## config.mk

```make
export PLATFORM = sky130hd
export DESIGN_NAME = clint_mmio_slave
export DESIGN_NICKNAME = d
export VERILOG_FILES = /design/src/rtl/clint_mmio_slave.sv
export SDC_FILE = /design/constraint.sdc
export NUM_CORES = 1
export LEC_CHECK = 0
export BUFFER_PORTS_ARGS = -buffer_cell sky130_fd_sc_hd__buf_2
export CAP_MARGIN = 20
export CORE_ASPECT_RATIO = 0.6
export CORE_MARGIN = 2
export CORE_UTILIZATION = 30
export DETAILED_ROUTE_END_ITERATION = 8
export PLACE_DENSITY = 0.51
export SETUP_SLACK_MARGIN = 0.4
export SLEW_MARGIN = 20
export SYNTH_ARGS = -nofsm -noshare
export SYNTH_HDL_FRONTEND = slang
export SYNTH_SLANG_ARGS = --single-unit
```

## constraint.sdc

```tcl
create_clock -name clk -period 2.14 [get_ports clk]
set_clock_uncertainty 0.15 [all_clocks]
set_input_delay 0.214 -clock clk [delete_from_list [all_inputs] [get_ports clk]]
set_output_delay 0.214 -clock clk [all_outputs]
set_load 0.01 [all_outputs]
```

## src/rtl/clint_mmio_slave.sv

```systemverilog
// -----------------------------------------------------------------------------
// clint_mmio_slave
//
// Core-local interruptor behind the core's MMIO request bridge. It holds
// mtime, mtimecmp and msip, drives the timer and software interrupt lines,
// and answers every bus access after a fixed, programmable latency.
//
// Parameters:
//   BASE_ADDR : device base address, 64 KiB decode window
//   RESP_LAT  : cycles from request capture to the valid pulse (1..15)
//   TICK_DIV  : clk cycles per mtime increment (>= 1)
//
// Ports:
//   clk, rstn               : clock, asynchronous active-low reset
//   raddr, ren              : read request (ren held until rvalid)
//   rdata, rvalid           : read data (valid only with rvalid), 1-cycle pulse
//   waddr, wen, wdata, wmask: write request (wen held until wvalid), byte enables
//   wvalid                  : 1-cycle write completion pulse
//   timer_irq               : registered (mtime >= mtimecmp), unsigned
//   soft_irq                : registered msip[0]
//
// Optional feature (compile-time macro CLINT_MTIME_WRITE_EN):
//   defined   : mtime is bus-writable per wmask; a bus write beats a
//               same-cycle tick
//   undefined : writes to mtime complete but are dropped
// -----------------------------------------------------------------------------
module clint_mmio_slave #(
  parameter logic [63:0] BASE_ADDR = 64'h0000_0000_0200_0000,
  parameter int unsigned RESP_LAT  = 2,
  parameter int unsigned TICK_DIV  = 4
) (
  input  logic        clk,
  input  logic        rstn,
  input  logic [63:0] raddr,
  input  logic        ren,
  output logic [63:0] rdata,
  output logic        rvalid,
  input  logic [63:0] waddr,
  input  logic        wen,
  input  logic [63:0] wdata,
  input  logic [7:0]  wmask,
  output logic        wvalid,
  output logic        timer_irq,
  output logic        soft_irq
);

  localparam int unsigned PW = (TICK_DIV > 1) ? $clog2(TICK_DIV) : 1;

  // Register offsets expressed as 64-bit word indices (address bits [15:3])
  localparam logic [12:0] OFF_MSIP     = 13'h0000;
  localparam logic [12:0] OFF_MTIMECMP = 13'h0800;
  localparam logic [12:0] OFF_MTIME    = 13'h17FF;

  typedef enum logic [1:0] {IDLE, BUSY, RESP} state_e;
  typedef enum logic {OP_READ, OP_WRITE} op_e;

  // Bus FSM state and captured request
  state_e      state_q;
  op_e         op_q;
  logic [3:0]  cnt_q;
  logic [63:0] addr_q;
  logic [63:0] wdata_q;
  logic [7:0]  wmask_q;
  logic        rvalid_q;
  logic        wvalid_q;

  // Architectural registers
  logic [63:0]   mtime_q, mtime_d;
  logic [63:0]   mtimecmp_q, mtimecmp_d;
  logic          msip_q, msip_d;
  logic [PW-1:0] prescaler_q, prescaler_d;
  logic          timer_irq_q;
  logic          soft_irq_q;

  logic          in_window;
  logic          sel_msip;
  logic          sel_mtimecmp;
  logic          sel_mtime;
  logic          wr_fire;
  logic          tick;
  logic [63:0]   wbit_mask;
  logic          unused_addr_lsbs;

  // ---------------------------------------------------------------------------
  // Bus FSM: IDLE captures a request (write has priority), BUSY counts the
  // latency down, RESP is the single completion cycle. Valid pulses are
  // registered so they coincide exactly with the RESP state.
  // ---------------------------------------------------------------------------
  always_ff @(posedge clk or negedge rstn) begin
    if (!rstn) begin
      state_q  <= IDLE;
      op_q     <= OP_READ;
      cnt_q    <= '0;
      addr_q   <= '0;
      wdata_q  <= '0;
      wmask_q  <= '0;
      rvalid_q <= 1'b0;
      wvalid_q <= 1'b0;
    end else begin
      case (state_q)
        IDLE: begin
          rvalid_q <= 1'b0;
          wvalid_q <= 1'b0;
          if (wen) begin
            op_q    <= OP_WRITE;
            addr_q  <= waddr;
            wdata_q <= wdata;
            wmask_q <= wmask;
            cnt_q   <= 4'(RESP_LAT - 1);
            state_q <= BUSY;
          end else if (ren) begin
            op_q    <= OP_READ;
            addr_q  <= raddr;
            cnt_q   <= 4'(RESP_LAT - 1);
            state_q <= BUSY;
          end
        end
        BUSY: begin
          if (cnt_q == 4'd0) begin
            state_q  <= RESP;
            rvalid_q <= (op_q == OP_READ);
            wvalid_q <= (op_q == OP_WRITE);
          end else begin
            cnt_q <= cnt_q - 4'd1;
          end
        end
        RESP: begin
          // Requests are not sampled here; a still-held request is picked up
          // by IDLE next cycle as a fresh access.
          state_q  <= IDLE;
          rvalid_q <= 1'b0;
          wvalid_q <= 1'b0;
        end
        default: begin
          state_q  <= IDLE;
          rvalid_q <= 1'b0;
          wvalid_q <= 1'b0;
        end
      endcase
    end
  end

  // ---------------------------------------------------------------------------
  // Address decode on the captured address; bits [2:0] are don't-care since
  // every access is a full 64-bit word.
  // ---------------------------------------------------------------------------
  assign in_window        = (addr_q[63:16] == BASE_ADDR[63:16]);
  assign sel_msip         = in_window && (addr_q[15:3] == OFF_MSIP);
  assign sel_mtimecmp     = in_window && (addr_q[15:3] == OFF_MTIMECMP);
  assign sel_mtime        = in_window && (addr_q[15:3] == OFF_MTIME);
  assign unused_addr_lsbs = ^addr_q[2:0];

  assign wr_fire = (state_q == RESP) && (op_q == OP_WRITE);
  assign tick    = (prescaler_q == PW'(TICK_DIV - 1));

  // Expand byte enables into a bit mask
  for (genvar gi = 0; gi < 8; gi++) begin : g_wmask
    assign wbit_mask[8*gi +: 8] = {8{wmask_q[gi]}};
  end

  always_comb begin
    prescaler_d = tick ? '0 : prescaler_q + PW'(1);
    mtime_d     = tick ? mtime_q + 64'd1 : mtime_q;
`ifdef CLINT_MTIME_WRITE_EN
    // Bus write overrides the tick; unmasked bytes keep the pre-tick value.
    if (wr_fire && sel_mtime) begin
      mtime_d = (mtime_q & ~wbit_mask) | (wdata_q & wbit_mask);
    end
`endif
    mtimecmp_d = mtimecmp_q;
    if (wr_fire && sel_mtimecmp) begin
      mtimecmp_d = (mtimecmp_q & ~wbit_mask) | (wdata_q & wbit_mask);
    end
    msip_d = msip_q;
    if (wr_fire && sel_msip && wmask_q[0]) begin
      msip_d = wdata_q[0];
    end
  end

  always_ff @(posedge clk or negedge rstn) begin
    if (!rstn) begin
      mtime_q     <= '0;
      mtimecmp_q  <= '1;
      msip_q      <= 1'b0;
      prescaler_q <= '0;
      timer_irq_q <= 1'b0;
      soft_irq_q  <= 1'b0;
    end else begin
      mtime_q     <= mtime_d;
      mtimecmp_q  <= mtimecmp_d;
      msip_q      <= msip_d;
      prescaler_q <= prescaler_d;
      timer_irq_q <= (mtime_q >= mtimecmp_q);
      soft_irq_q  <= msip_q;
    end
  end

  // Read data reflects register contents during the RESP cycle itself, so a
  // read of mtime returns the value current in the completion cycle.
  always_comb begin
    rdata = '0;
    if ((state_q == RESP) && (op_q == OP_READ)) begin
      if (sel_msip) begin
        rdata = {63'b0, msip_q};
      end else if (sel_mtimecmp) begin
        rdata = mtimecmp_q;
      end else if (sel_mtime) begin
        rdata = mtime_q;
      end
    end
  end

  assign rvalid    = rvalid_q;
  assign wvalid    = wvalid_q;
  assign timer_irq = timer_irq_q;
  assign soft_irq  = soft_irq_q;

endmodule

```

==> flow_summary_export.csv, run 1 <==
group,metric,value,unit
sta,worst_pin_slew,0.6316,ns
clock_tree,cts_tree,"yes",
sta,fmax,296.2,MHz
route,dr.pass1.iters,5,
final_layout,drive_above_1_share,0.4909,
floorplanning,start_util,0.3030,
placement,dp_hpwl,29.65,mm
pwr,total_power,17.21,mW
clock_tree,h-tree-depth,1,
critical_path,crit_path_max_incr_delay,0.38,ns
final_layout,nets,2227,
global_routing,grt.overflow.total,0,
sta,maxSlewHeadroom,0.5789,
clock_tree,cts_root_buf,"clkbuf_16",
clock_tree,path_clk_slew,0.06,ns
route,ant_nets,0,
sta,min_period,3.377,ns
route,drt_iter0_drc,606,
critical_path,critPathCaptureType,"output pin",
global_routing,grt_pass1_wl,66.87,mm
sta,rsz0062_at_grt,"true",
clock_tree,clockBufferDepth,3,
sta,finalSetupViolations,129,
pwr,vdd_drop_max,545.7,uV
global_routing,met1_usage,0.2587,
global_routing,grt_max_degree,67,
global_routing,met3_usage,0.02459,
synth,synthDistinctLibCells,45,
critical_path,startpoint,"addr_q[34]",
floorplanning,rows,61,
clock_tree,cts_buffers,30,
synth,yosysSeqAreaShare,0.4975,
synth,syn_area,13990,sq um
job,drv_cap,0,
sta,fin_crit_sh,1.578,
sta,fin_ws,-1.237,ns
clock_tree,cts_num_sinks,275,
critical_path,timing.rr.start,"addr_q[60]",
route,viasPerCell,4.645,
floorplanning,io_pins,272,
route,post_drt_wl_per_cell,17.18,um
pwr,p_per_area,745.7,nW/um^2
synth,async_flop_share,1.000,
final_layout,fillers,4167,
placement,dp.cells,2295,
status,violations,"negative setup slack",
final_layout,syn2layout_area_growth,64.97,%
floorplanning,die_h,171.3,um
global_routing,antenna_found_initial,1,
status,outcome,"finished, violations left",
clock_tree,clk_latency,0.57,ns
route,drc,0,
final_layout,final_cell_mix,"234 x buf_2, 209 x dfrtp_1, 196 x dlygate4sd3_1",
worst_hold_path,hold_class,"in -> async",
critical_path,rr_worst_depth,11,
synth,avgSynthCellArea,11.04,sq um
floorplanning,core,46180,sq um
sta,hold_violations,0,
final_layout,fin_area,23080,sq um
placement,postPlaceCellArea,17830,sq um
sta,setup_tns,-114.84,ns
critical_path,crit_end,"rdata[60]",
global_routing,use_met2,0.2745,
synth,syn-num-nets,1539,
floorplanning,dieArea,48440,sq um
critical_path,cp_data_arrival_time,3.01,ns
final_layout,ff_latch_area,6964,sq um
critical_path,path_cells,"nor4_2 -> buf_4 -> nand4_1 -> buf_4 -> buf_6 -> nor4_4 -> buf_6 -> clkbuf_16 -> a22oi_2 -> nor2_1 -> buf_2",
global_routing,grt_pass1_vias,12020,
global_routing,track_usage,0.1762,
final_layout,fin_cells,2609,
synth,synth_ff_type,"dfrtp_1",
synth,ys_warn_count,0,
synth,synth_seq_cells,275,
placement,gp_congestion,0.7879,
critical_path,crit_slowest_cell,"dfrtp_1",
floorplanning,die_w,282.8,um
pwr,power.leakage,10.44,nW
final_layout,multiInputGateArea,7863,sq um
critical_path,worstPathMaxFanout,7,
final_layout,final_common_cell,"buf_2",
route,routed_wl,44.81,mm
synth,synth_edf_count,0,
critical_path,criticalPathCategory,"reg -> out",
sta,slew_viol_final,0,
critical_path,crit_required,1.78,ns
critical_path,reg2reg_slack,-0.74,ns
route,vias,12120,
placement,portBuffers,265,
synth,syn_inst,1267,
critical_path,critPathLaunchType,"flop",
global_routing,top_usage_layer,"met2",
-- report_power, final --
| group | switching, mW | internal [mW] |
|---|---|---|
| Combinational | 1.87 | 2.38 |
| Sequential | 0.836 | 6.57 |
| Clock | 2.20 | 3.36 |
| Total | 4.91 | 12.3 |
-- per-stage QoR --
| step | util | hold WS, ns | setup slack (ns) |
|---|---|---|---|
| 2_1_floorplan | - | -0.2316 | -0.2060 |
| 3_5_place_dp | 0.3861 | 0.07929 | -0.7244 |
| 5_1_grt | 0.4999 | 0.08877 | -1.434 |
| 4_1_cts | 0.4719 | 0.06133 | -1.215 |
| 6_report | 0.4999 | 0.05165 | -1.237 |
| 3_3_place_gp | 0.3861 | 0.09126 | -0.7309 |
-- timing repair --
item / CTS / global route
cloned: 6 / 7
gates resized for setup: 113 / 186
endpoints found under the setup margin: 241 / 200
pin swaps: 97 / 73
hold buffers: 196 / 0
hold endpoints to repair: 362 / 0
buffers inserted: 29 / 20
-- worst max-delay path, delay by kind of cell (launching register included) --
family                 cells  cell delay (ns)
buffers and inverters      6             1.08
flip-flops                 1             0.38
AO/OA/AOI/OAI              1             0.08
AND/OR/NAND/NOR            4             0.89
-- per-layer routing --
metal,vias up,part of all wire,wire length [um]
met2,209,0.45,20090
met1,5958,0.50,22310
met4,0,0.023,1030
met3,65,0.031,1379
li1,5887,-,-
met5,-,0,0
-- synthesized netlist by cell type (13+ instances only) --
cell	number	share of area
nor4_1	16	0.0072
xnor2_1	43	0.027
mux2i_1	61	0.044
inv_1	76	0.020
buf_2	15	0.0054
a21oi_1	88	0.031
mux2_2	130	0.10
and3_1	19	0.0085
xor2_1	22	0.014
dfrtp_1	211	0.38
nand2_1	43	0.012
clkbuf_1	31	0.0083
dfstp_2	64	0.12
nand4_1	31	0.014
o21ai_0	13	0.0046
nand3_1	32	0.011
nor2_1	152	0.041
a22oi_1	64	0.034
ha_1	68	0.061
-- cell type report --
class / instances / area share
Multi-Input combinational cell: 862 / 0.3406
Sequential cell: 275 / 0.3017
Timing Repair Buffer: 710 / 0.2653
Clock buffer: 43 / 0.03859
Tap cell: 630 / 0.03415
Inverter: 76 / 0.01236
Clock inverter: 12 / 0.007209
Antenna cell: 1 / 0.0001084
-- logic make-up (layout without fill, tap and decap cells) --
kind of cell    count (synthesis)  after routing  share of synthesized area
simple gates                  345            345                     0.1248
mux                           199            199                     0.1568
compound gates                185            185                    0.08173
buf+inv                       130            841                    0.03756
flops                         275            275                     0.4975
xor+xnor                       65             65                    0.04069
other cells                     0              1                          0
fa+ha+maj                      68             68                    0.06081
-- worst min-delay path by stage --
stage | startpoint | to | slack [ns] | depth (start not counted)
after CTS | rstn | wdata_q[12] | 0.06 | 2
after global routing | rstn | wdata_q[11] | 0.09 | 2
after global placement | rstn | wdata_q[12] | 0.09 | 1
after detailed placement | rstn | wdata_q[12] | 0.08 | 1
final | rstn | wdata_q[11] | 0.05 | 2
after floorplan | rstn | addr_q[10] | -0.23 | 0
Power figures use the tool's default switching activity.
==> run 2, diff against run 1 <==
--- a/config.mk
+++ b/config.mk
@@ -11,6 +11,7 @@
 export CORE_MARGIN = 2
 export CORE_UTILIZATION = 30
 export DETAILED_ROUTE_END_ITERATION = 8
+export GPL_TIMING_DRIVEN = 0
 export PLACE_DENSITY = 0.51
 export SETUP_SLACK_MARGIN = 0.4
 export SLEW_MARGIN = 20
==> flow_summary_export.csv, run 2 (synthesis results as in run 1) <==
group,metric,value,unit
global_routing,grt_max_degree,89,
route,vias,12020,
global_routing,antenna_found_initial,2,
clock_tree,cts_tree,"yes",
placement,portBuffers,264,
floorplanning,die_h,171.3,um
global_routing,grt_pass1_wl,66.56,mm
global_routing,grt_pass1_vias,11970,
floorplanning,core,46180,sq um
floorplanning,start_util,0.3030,
pwr,vdd_drop_max,560.0,uV
critical_path,crit_required,1.78,ns
final_layout,final_cell_mix,"225 x buf_2, 196 x dlygate4sd3_1, 189 x dfrtp_1",
critical_path,crit_buf_inv,5,
sta,fin_ws,-1.124,ns
worst_hold_path,hold_class,"in -> async",
critical_path,criticalPathCategory,"reg -> out",
final_layout,final_common_cell,"buf_2",
sta,slew_viol_final,0,
placement,dp_hpwl,28.81,mm
sta,rsz0062_at_grt,"true",
status,violations,"negative setup slack",
sta,worst_pin_slew,0.7382,ns
route,drc,0,
critical_path,critPathCaptureType,"output pin",
job,drv_cap,0,
critical_path,path_depth,11,
route,viasPerCell,4.740,
status,outcome,"finished, violations left",
sta,hold_violations,0,
final_layout,syn2layout_area_growth,63.26,%
final_layout,utilization,0.4947,
critical_path,path_delay_family,"simple AND/OR/NAND/NOR gates",
clock_tree,h-tree-depth,1,
floorplanning,die_w,282.8,um
floorplanning,io_pins,272,
final_layout,drive_above_1_share,0.4724,
floorplanning,dieArea,48440,sq um
route,drt_iter0_drc,449,
route,post_drt_wl_per_cell,18.07,um
clock_tree,cts_num_sinks,275,
sta,fin_crit_sh,1.525,
sta,fmax,306.4,MHz
clock_tree,clockBufferDepth,3,
sta,maxSlewHeadroom,0.5078,
placement,pre_cts_ws,-1.444,ns
critical_path,path_cells,"nor4_2 -> nand4_1 -> buf_6 -> nor4_4 -> buf_4 -> nor2b_4 -> or3_4 -> buf_12 -> clkbuf_16 -> nor2_1 -> buf_4",
route,ant_nets,0,
sta,min_period,3.264,ns
global_routing,track_usage,0.1755,
sta,finalSetupViolations,130,
clock_tree,path_clk_slew,0.06,ns
floorplanning,rows,61,
clock_tree,cts_buffers,29,
critical_path,reg2reg_slack,-0.56,ns
critical_path,rr_worst_depth,11,
route,routed_wl,45.80,mm
pwr,power.leakage,10.19,nW
clock_tree,clk_latency,0.57,ns
final_layout,nets,2152,
critical_path,crit_path_max_incr_delay,0.39,ns
route,dr.pass1.iters,4,
critical_path,crit_top_cell,"buf_4",
placement,gp_congestion,0.7694,
critical_path,timing.rr.start,"addr_q[33]",
critical_path,critPathLaunchType,"flop",
global_routing,grt.overflow.total,0,
critical_path,cp_data_arrival_time,2.90,ns
critical_path,worstPathMaxFanout,5,
critical_path,crit_slowest_cell,"dfrtp_1",
pwr,p_per_area,798.5,nW/um^2
clock_tree,cts_root_buf,"clkbuf_16",
run 2: cell types whose count changed in the layout (fill, tap and decap cells not counted), sizes merged:
cell	delta
diode	+1
clkbuf	+28
inv	+1
clkinv	-3
bufinv	+3
buf	-103
bufbuf	-1
run 2: worst max path at each step:
| stage | endpoint | slack [ns] | startpoint |
|---|---|---|---|
| floorplan | rdata[11] | -0.21 | addr_q[62] |
| global placement | addr_q[60] | -4.61 | rstn |
| detailed placement | rdata[60] | -1.44 | addr_q[54] |
| CTS | rdata[21] | -1.15 | addr_q[59] |
| global route | rdata[47] | -1.31 | addr_q[59] |
| finish | rdata[20] | -1.12 | addr_q[33] |
run 2: area by class of cell:
cell class / instances / area [sq um]
inverter: 76 / 285.3
multi-input combinational: 862 / 7949
tap: 630 / 788.3
antenna: 2 / 5.005
buffer: 54 / 691.9
fill: 4150 / 23330
clock inverter: 13 / 246.5
sequential: 275 / 6989
timing repair buffer: 582 / 5057
clock buffer: 41 / 830.8
run 2: per-stage QoR:
stage | hold WS, ns | std cells | instance area (sq um) | setup TNS, ns | power [mW]
final | 0.02391 | 2535 | 22840 | -96.98 | 18.24
after CTS | 0.03061 | 2479 | 20990 | -103.24 | 17.17
after floorplan | -0.2316 | 1267 | 14290 | -14.06 | 9.467
after global placement | 0.2425 | 2161 | 16400 | -1308.94 | 10.46
after detailed placement | 0.03181 | 2164 | 16490 | -171.76 | 10.61
after global routing | 0.06247 | 2535 | 22840 | -117.82 | 19.23
run 2: power breakdown:
part	switching (mW)	total, mW	internal, mW
logic	2.08	4.99	2.91
clock network	2.19	5.73	3.54
registers	0.953	7.52	6.57
total	5.22	18.2	13.0
run 2: routing by layer:
layer / up-vias / global-route usage / share of wire
met5: - / 0 / 0
met2: 240 / 0.2733 / 0.44
met1: 5958 / 0.2501 / 0.49
met3: 94 / 0.03083 / 0.037
li1: 5724 / - / -
met4: 0 / 0.04923 / 0.032
run 2: worst reg2reg max path, cell delays in order (launching register included):
cell	delay, ns
dfrtp_1	0.39
nor4_2	0.30
nand4_1	0.16
buf_6	0.17
nor4_4	0.24
and2_1	0.17
buf_6	0.15
buf_16	0.13
buf_12	0.10
buf_6	0.09
nand3_4	0.20
mux2_4	0.38
run 2: what timing repair did:
action                                  CTS  global route
hold endpoints to repair                358             0
endpoints found under the setup margin  314           289
setup buffers                            61            39
pin swaps                                88            81
hold buffers                            196             0
gates resized for setup                 213           288
gates cloned                              4            15
==> run 3, diff against run 2 <==
--- a/config.mk
+++ b/config.mk
@@ -12,9 +12,10 @@
 export CORE_UTILIZATION = 30
 export DETAILED_ROUTE_END_ITERATION = 8
 export GPL_TIMING_DRIVEN = 0
-export PLACE_DENSITY = 0.51
+export PLACE_DENSITY_LB_ADDON = 0.2
 export SETUP_SLACK_MARGIN = 0.4
 export SLEW_MARGIN = 20
 export SYNTH_ARGS = -nofsm -noshare
 export SYNTH_HDL_FRONTEND = slang
 export SYNTH_SLANG_ARGS = --single-unit
+export TNS_END_PERCENT = 50
==> flow_summary_export.csv, run 3 (synthesis results as in run 1) <==
group,metric,value,unit
critical_path,crit_path_max_incr_delay,0.41,ns
final_layout,drive_above_1_share,0.4158,
critical_path,crit_slowest_cell,"dfrtp_1",
clock_tree,cts_tree,"yes",
pwr,vdd_drop_max,604.0,uV
route,post_drt_wl_per_cell,17.42,um
clock_tree,clk_latency,0.58,ns
global_routing,grt_pass1_vias,11810,
floorplanning,rows,61,
sta,slew_viol_final,0,
clock_tree,cts_buffers,30,
pwr,p_per_area,799.0,nW/um^2
global_routing,track_usage,0.1731,
critical_path,path_cells,"nor4_4 -> nand4_1 -> buf_4 -> nor4_4 -> and2_4 -> buf_6 -> buf_12 -> buf_12 -> buf_16 -> a22oi_2 -> nor2_1 -> buf_2",
sta,setup_tns,-104.64,ns
clock_tree,path_clk_slew,0.06,ns
global_routing,grt.overflow.total,0,
route,drc,0,
floorplanning,dieArea,48440,sq um
sta,fin_ws,-1.159,ns
route,ant_nets,0,
critical_path,worstPathMaxFanout,8,
pwr,power.leakage,9.282,nW
sta,fmax,303.2,MHz
route,met1_length,21.30,mm
floorplanning,die_h,171.3,um
critical_path,cp_data_arrival_time,2.93,ns
sta,maxSlewHeadroom,0.3984,
floorplanning,core,46180,sq um
final_layout,syn2layout_area_growth,52.37,%
final_layout,fin_area,21320,sq um
sta,fin_crit_sh,1.541,
placement,gp_congestion,0.8066,
critical_path,crit_buf_inv,6,
pwr,total_power,17.03,mW
route,top_layer,"met4",
sta,rsz0062_at_grt,"true",
clock_tree,cts_root_buf,"clkbuf_16",
route,viasPerCell,4.714,
route,dr.pass1.iters,5,
critical_path,crit_required,1.78,ns
worst_hold_path,hold_class,"in -> reg",
clock_tree,cts_num_sinks,275,
final_layout,final_cell_mix,"237 x buf_2, 199 x dfrtp_1, 199 x dlygate4sd3_1",
final_layout,nets,2083,
final_layout,fillers,4269,
placement,postPlaceCellArea,16380,sq um
route,vias,11640,
global_routing,antenna_found_initial,3,
pwr,pwr-share-seq,0.442,
final_layout,final_common_cell,"buf_2",
sta,finalSetupViolations,159,
route,drt_iter0_drc,507,
floorplanning,die_w,282.8,um
placement,dp_hpwl,28.35,mm
critical_path,path_delay_family,"simple AND/OR/NAND/NOR gates",
floorplanning,io_pins,272,
pwr,clkPwrFrac,0.333,
global_routing,grt_pass1_wl,65.47,mm
sta,hold_violations,0,
status,violations,"negative setup slack",
floorplanning,start_util,0.3030,
critical_path,critPathLaunchType,"flop",
placement,pre_cts_ws,-1.497,ns
pwr,p_comb_frac,0.225,
route,routed-wl-met2,19.23,mm
critical_path,criticalPathCategory,"reg -> out",
route,routed_wl,43.01,mm
route,dr_wl_met3,1.411,mm
pwr,switchingPower,5.039,mW
placement,portBuffers,264,
clock_tree,clockBufferDepth,3,
critical_path,critPathCaptureType,"output pin",
clock_tree,h-tree-depth,1,
job,drv_cap,0,
pwr,switching_share,0.2959,
sta,worst_pin_slew,0.8995,ns
sta,min_period,3.299,ns
pwr,intPower,11.99,mW
global_routing,grt_max_degree,86,
status,outcome,"finished, violations left",
==> run 3: per-layer routing <==
metal | vias to the layer above | global-route usage
met4 | 0 | 0.04279
met1 | 5735 | 0.2497
met2 | 214 | 0.2707
met5 | - | 0
met3 | 76 | 0.02757
li1 | 5613 | -
==> run 3: metrics by stage <==
step	hold slack, ns	std cells	util
2_1_floorplan	-0.2316	1267	-
3_3_place_gp	0.2331	2161	0.3528
3_5_place_dp	0.01112	2164	0.3548
4_1_cts	0.1234	2448	0.4442
5_1_grt	0.1355	2468	0.4616
6_report	0.1075	2469	0.4617
==> run 3: worst paths after layout <==
path                                 start          end  slack (ns)  depth (start not counted)
worst max register to register  addr_q[39]         flop       -0.56                         11
worst min-delay path                   ren   state_q[0]        0.11                          5
worst min register to register      msip_q     soft_irq        0.27                          0
max in group asynchronous             rstn  mtime_q[37]        0.32                          3
worst max-delay path            addr_q[39]    rdata[15]       -1.16                         12
min in group asynchronous             rstn    async pin        0.13                          2
==> run 3: power by group through the flow <==
| stage | sequential, mW | combinational (mW) | clock [mW] |
|---|---|---|---|
| 2_1_floorplan | 7.19 | 2.25 | 0 |
| 3_3_place_gp | 7.42 | 3.03 | 0 |
| 3_5_place_dp | 7.45 | 3.14 | 0 |
| 4_1_cts | 7.48 | 3.70 | 5.84 |
| 5_1_grt | 7.69 | 4.26 | 6.03 |
| 6_report | 7.53 | 3.84 | 5.67 |
==> run 3: worst register-to-register path: stages, from the launching register on <==
cell and delay [ns]:
dfrtp_1 0.41, nor4_4 0.32, nand4_1 0.12, buf_4 0.17, nor4_4 0.25, and2_4 0.20, buf_6 0.11, buf_12 0.10
buf_16 0.13, buf_6 0.12, nand3_4 0.18, mux2_4 0.37
==> run 3: cell type report <==
class,count,area [sq um],area share
multi-input cells,862,7278,0.3414
well taps,630,788.3,0.03697
clock inverters,14,188.9,0.008862
clock buffers,42,887.1,0.04161
repair buffers,512,4299,0.2017
diodes,4,10.01,0.0004695
flip-flops and latches,275,6977,0.3272
inverters,76,285.3,0.01338
plain buffers,54,605.6,0.02841
==> run 3: repair_timing <==
action,CTS,global route
resized for setup,155,152
pin swaps,51,72
gates cloned,7,6
setup buffers,22,11
hold buffers,199,0
endpoints found under the hold margin,227,0
endpoints found under the setup margin,320,348
